[config.mk]
export PLATFORM = sky130hd
export DESIGN_NAME = led_scheduler
export DESIGN_NICKNAME = d
export VERILOG_FILES = /design/src/rtl/led_scheduler.sv
export SDC_FILE = /design/constraint.sdc
export NUM_CORES = 1
export LEC_CHECK = 0
export CORE_ASPECT_RATIO = 1.1
export CORE_MARGIN = 2
export CORE_UTILIZATION = 35
export CTS_BUF_LIST = sky130_fd_sc_hd__clkbuf_4 sky130_fd_sc_hd__clkbuf_8 sky130_fd_sc_hd__clkbuf_16
export CTS_CLUSTER_DIAMETER = 100
export DETAILED_ROUTE_END_ITERATION = 10
export GPL_TIMING_DRIVEN = 0
export REMOVE_ABC_BUFFERS = 1
export SYNTH_ARGS = -nofsm -noshare
export SYNTH_HDL_FRONTEND = slang
export SYNTH_SLANG_ARGS = --single-unit
[constraint.sdc]
create_clock -name clk -period 2.65 [get_ports clk]
set_input_delay 0.265 -clock clk [delete_from_list [all_inputs] [get_ports clk]]
set_output_delay 0.265 -clock clk [all_outputs]
set_load 0.05 [all_outputs]
[src/rtl/led_scheduler.sv]
// led_scheduler: shares six active-low LEDs between four requesters.
// Round-robin arbitration hands the LEDs out in fixed-length slots. The
// winner's pattern is latched at slot start. The LEDs are blanked when idle.
module led_scheduler #(
  parameter logic [31:0] TICKS_PER_SLOT = 32'd13_500_000
) (
  input  logic        clk,
  input  logic        rst,
  input  logic [3:0]  req,
  input  logic [23:0] pattern,
  output logic [3:0]  grant,
  output logic [5:0]  nLed,
  output logic        busy
);

  typedef enum logic {
    IDLE = 1'b0,
    SHOW = 1'b1
  } state_t;

  state_t      state;
  logic [31:0] cnt;
  logic [1:0]  ptr;
  logic [1:0]  owner;

  logic [1:0]  win;
  logic [5:0]  win_pat;
  logic        slot_end;
  logic        start;

  // Round-robin pick: first requester at or after p, wrapping modulo 4.
  // Scanning offsets from high to low lets the smallest offset win last.
  function automatic logic [1:0] arbitrate(input logic [3:0] r, input logic [1:0] p);
    logic [1:0] idx;
    logic [1:0] sel;
    sel = p;
    for (int k = 3; k >= 0; k--) begin
      idx = p + 2'(k);
      if (r[idx]) begin
        sel = idx;
      end
    end
    return sel;
  endfunction

  // Winner selection, slot-end detection and the start-new-slot decision.
  always_comb begin
    win = arbitrate(req, ptr);
    case (win)
      2'd0:    win_pat = pattern[5:0];
      2'd1:    win_pat = pattern[11:6];
      2'd2:    win_pat = pattern[17:12];
      2'd3:    win_pat = pattern[23:18];
      default: win_pat = 6'b000000;
    endcase
    if (state == SHOW) begin
      // Timeout and early release merge into one slot end.
      slot_end = (cnt == (TICKS_PER_SLOT - 32'd1)) || !req[owner];
    end else begin
      // When idle the scheduler is always free to start a slot.
      slot_end = 1'b1;
    end
    start = slot_end && (req != 4'b0000);
  end

  // Scheduler FSM: slot start, slot hold and return to idle, with registered outputs.
  always_ff @(posedge clk or posedge rst) begin
    if (rst) begin
      state <= IDLE;
      grant <= 4'b0000;
      nLed  <= 6'b111111;
      busy  <= 1'b0;
      cnt   <= 32'd0;
      ptr   <= 2'd0;
      owner <= 2'd0;
    end else begin
      case (state)
        IDLE: begin
          if (start) begin
            state <= SHOW;
            owner <= win;
            grant <= 4'b0001 << win;
            nLed  <= ~win_pat;
            busy  <= 1'b1;
            cnt   <= 32'd0;
            ptr   <= win + 2'd1;
          end else begin
            grant <= 4'b0000;
            nLed  <= 6'b111111;
            busy  <= 1'b0;
            cnt   <= 32'd0;
          end
        end
        SHOW: begin
          if (start) begin
            // Back-to-back hand-over: there is no blank cycle between slots.
            owner <= win;
            grant <= 4'b0001 << win;
            nLed  <= ~win_pat;
            busy  <= 1'b1;
            cnt   <= 32'd0;
            ptr   <= win + 2'd1;
          end else if (slot_end) begin
            // Nobody is waiting: blank the LEDs. ptr keeps its position.
            state <= IDLE;
            grant <= 4'b0000;
            nLed  <= 6'b111111;
            busy  <= 1'b0;
            cnt   <= 32'd0;
          end else begin
            cnt <= cnt + 32'd1;
          end
        end
        default: begin
          state <= IDLE;
          grant <= 4'b0000;
          nLed  <= 6'b111111;
          busy  <= 1'b0;
          cnt   <= 32'd0;
        end
      endcase
    end
  end

endmodule
==> impl_metrics.json <==
{
  "yosys.area.top_type": "dfrtp_1",
  "yosys_warnings": 0,
  "antenna_left": 0,
  "cts.sinks": 48,
  "slew_headroom": 0.473,
  "critical-path-slowest-cell": "or4_1",
  "cts_buffer_depth": 2,
  "cts_buffers": 5,
  "antenna_cells": 0,
  "cts_tree": "built",
  "nFillCells": 792,
  "status": "completed",
  "clkTransAtPathRegs_ns": 0.09,
  "synthDistinctLibCells": 55,
  "tightest_slew_ns": 0.790,
  "drv_slew": 0,
  "drt_iter0_markers": 192,
  "ios": 41,
  "fin_setup_tns_ns": 0,
  "viasPerCell": 5.52,
  "vias": 2496,
  "rsz0062_at_grt": "no",
  "crit_buf_inv": 0,
  "syn_inst": 302,
  "worstSkewPairLatency_ns": 0.30,
  "post-route-cell-area_sq_mm": 0.00349,
  "synth.most_common_cell": "dfrtp_1",
  "timing_worst_setup_path_type": "register to register",
  "power_density_mw_per_mm2": 758,
  "r2r_cells": 5,
  "rows": 34,
  "cp-end-kind": "register",
  "finalNonFillerCells": 452,
  "ys_seq_area_frac": 0.425,
  "final_nets": 379,
  "start_util": 0.360,
  "path_max_fanout": 13,
  "p_leak_uw": 0.00124,
  "reg2reg_slack_ns": 0.21,
  "grt_pass1_wl_microns": 11700,
  "clockRootBuffer": "clkbuf_8",
  "async_reset_ff_frac": 1.00,
  "post_dp_cell_area_sq_mm": 0.00332,
  "cp_slowest_stage_delay_ns": 0.80,
  "fin_worst_skew_ns": 0.0139,
  "r2r-end": "cnt[28]$_DFF_PP0_",
  "dp.cells": 436,
  "overflow": 0,
  "cp.required_ns": 2.87,
  "htree_levels": 2,
  "die_w_microns": 90.0,
  "worstSetupStartpointType": "register",
  "peakVddDrop_uv": 565,
  "gp_congestion": 0.886,
  "hold_violations": 0,
  "antenna_found_initial": 0,
  "drive_above_1_share": 0.122,
  "fp.coreArea_sq_mm": 0.00791,
  "maxCapViolCount": 0,
  "layout_min_cycle_time_ns": 2.44,
  "hold_ws_ns": 0.321,
  "post_drt_wl_per_cell_microns": 14.9,
  "power_uw": 2640,
  "critPathTopFamily": "simple AND/OR/NAND/NOR gates",
  "ys_ff_latch": 48,
  "track_usage": 0.157,
  "area_delta_synth_final_pct": 22.6,
  "setup_viol": 0,
  "synth_commonest_cells": "dfrtp_1 (42), nand2_1 (37), o21ai_0 (18), a21oi_1 (15), nor2_1 (15)",
  "dieArea_sq_mm": 0.00887,
  "drc": 0,
  "synth-edff-count": 0,
  "worstPathArrival_ns": 2.66,
  "synth.avg_cell_area_sq_um": 9.42,
  "yosysTopAreaCellShare": 0.369,
  "crit_chain": "ha_1, nand4_2, or4_1, or4b_1, a21oi_1",
  "port-buffer-count": 40,
  "place.detailed.hpwl_microns": 4590,
  "ys.flop_type": "dfrtp_1",
  "syn-cell-area_sq_mm": 0.00285,
  "firstDrtPassIters": 4,
  "fmax_mhz": 410,
  "final.period_utilization": 0.921,
  "wirelength_microns": 6750,
  "reg2reg_from": "cnt[0]$_DFF_PP0_",
  "grt_pass1_vias": 2454,
  "fp.dieH_microns": 98.6,
  "grt_start_max_net_pins": 26,
  "synth_area_leaders": "dfrtp_1 (37%), dfstp_2 (5.5%), nand2_1 (4.9%)",
  "hold_path_class": "primary input to async pin"
}
registers in the layout, indices dropped and copies added (netlist names), named ones only:
name   flops
grant      4
ptr        2
busy       1
nLed       6
owner      2
cnt       32
power breakdown:
part | total, uW | internal (uW) | switching [uW]
Sequential | 969 | 879 | 89.9
Combinational | 1200 | 505 | 699
Clock | 470 | 223 | 247
routing by layer:
layer / global-route usage / vias up / part of all wire
met5: 0 / - / 0
met4: 0.0462 / 0 / 0.012
met3: 0.0214 / 8 / 0.023
met2: 0.272 / 35 / 0.49
met1: 0.208 / 1234 / 0.47
li1: - / 1219 / -
cells by family after synthesis:
| logic type | share of synthesized area |
|---|---|
| xor+xnor | 0.0277 |
| fa+ha+maj | 0.0264 |
| flops | 0.425 |
| simple gates | 0.242 |
| mux | 0.0462 |
| compound gates | 0.189 |
| buf+inv | 0.0440 |
cells in the final DEF (no fill, tap or decap), types with 7 or more instances in the layout:
cell type and instances:
o21ai_0 18, o211ai_1 12, o31ai_1 9, or4_1 13, buf_4 7, nor2_1 15, mux2_2 7, nand3_1 8
inv_1 11, a21oi_1 15, xnor2_1 7, nand4_1 11, nor4_1 7, dfrtp_1 42, clkdlybuf4s50_1 40, nand2_1 37
final cells by class:
class | instances | area, sq um | area share
clock buffers | 7 | 90.1 | 0.0258
clock inverters | 1 | 7.51 | 0.00215
inverters | 12 | 45.0 | 0.0129
multi-input cells | 228 | 1530 | 0.438
flip-flops and latches | 48 | 1210 | 0.347
well taps | 108 | 135 | 0.0388
repair buffers | 48 | 473 | 0.136
worst max path at each step:
stage	to	cells past startpoint	startpoint	slack, ns
after global routing	cnt[28]$_DFF_PP0_	5	cnt[0]$_DFF_PP0_	0.05
final	cnt[28]$_DFF_PP0_	5	cnt[0]$_DFF_PP0_	0.21
after floorplan	nLed[0]$_DFFE_PP1P_	5	cnt[0]$_DFF_PP0_	0.25
after detailed placement	nLed[2]$_DFFE_PP1P_	4	cnt[5]$_DFF_PP0_	-0.27
after global placement	nLed[5]$_DFFE_PP1P_	4	cnt[5]$_DFF_PP0_	-0.35
after CTS	busy$_DFFE_PP0P_	4	cnt[5]$_DFF_PP0_	0.14
stage by stage:
| step | setup slack [ns] | utilization |
|---|---|---|
| after floorplan | 0.247 | - |
| after global placement | -0.346 | 0.417 |
| after detailed placement | -0.269 | 0.420 |
| after CTS | 0.143 | 0.438 |
| after global routing | 0.0525 | 0.441 |
| final | 0.209 | 0.441 |
repair_timing:
item                                    4_1_cts  5_1_grt
hold buffers                                  0        0
hold endpoints to repair                      0        0
pin swaps                                     1        1
cloned                                        1        0
endpoints found under the setup margin       32        4
gates resized for setup                       1        0
buffers inserted                              4        3
No activity file was read; power rests on OpenSTA's default activity.
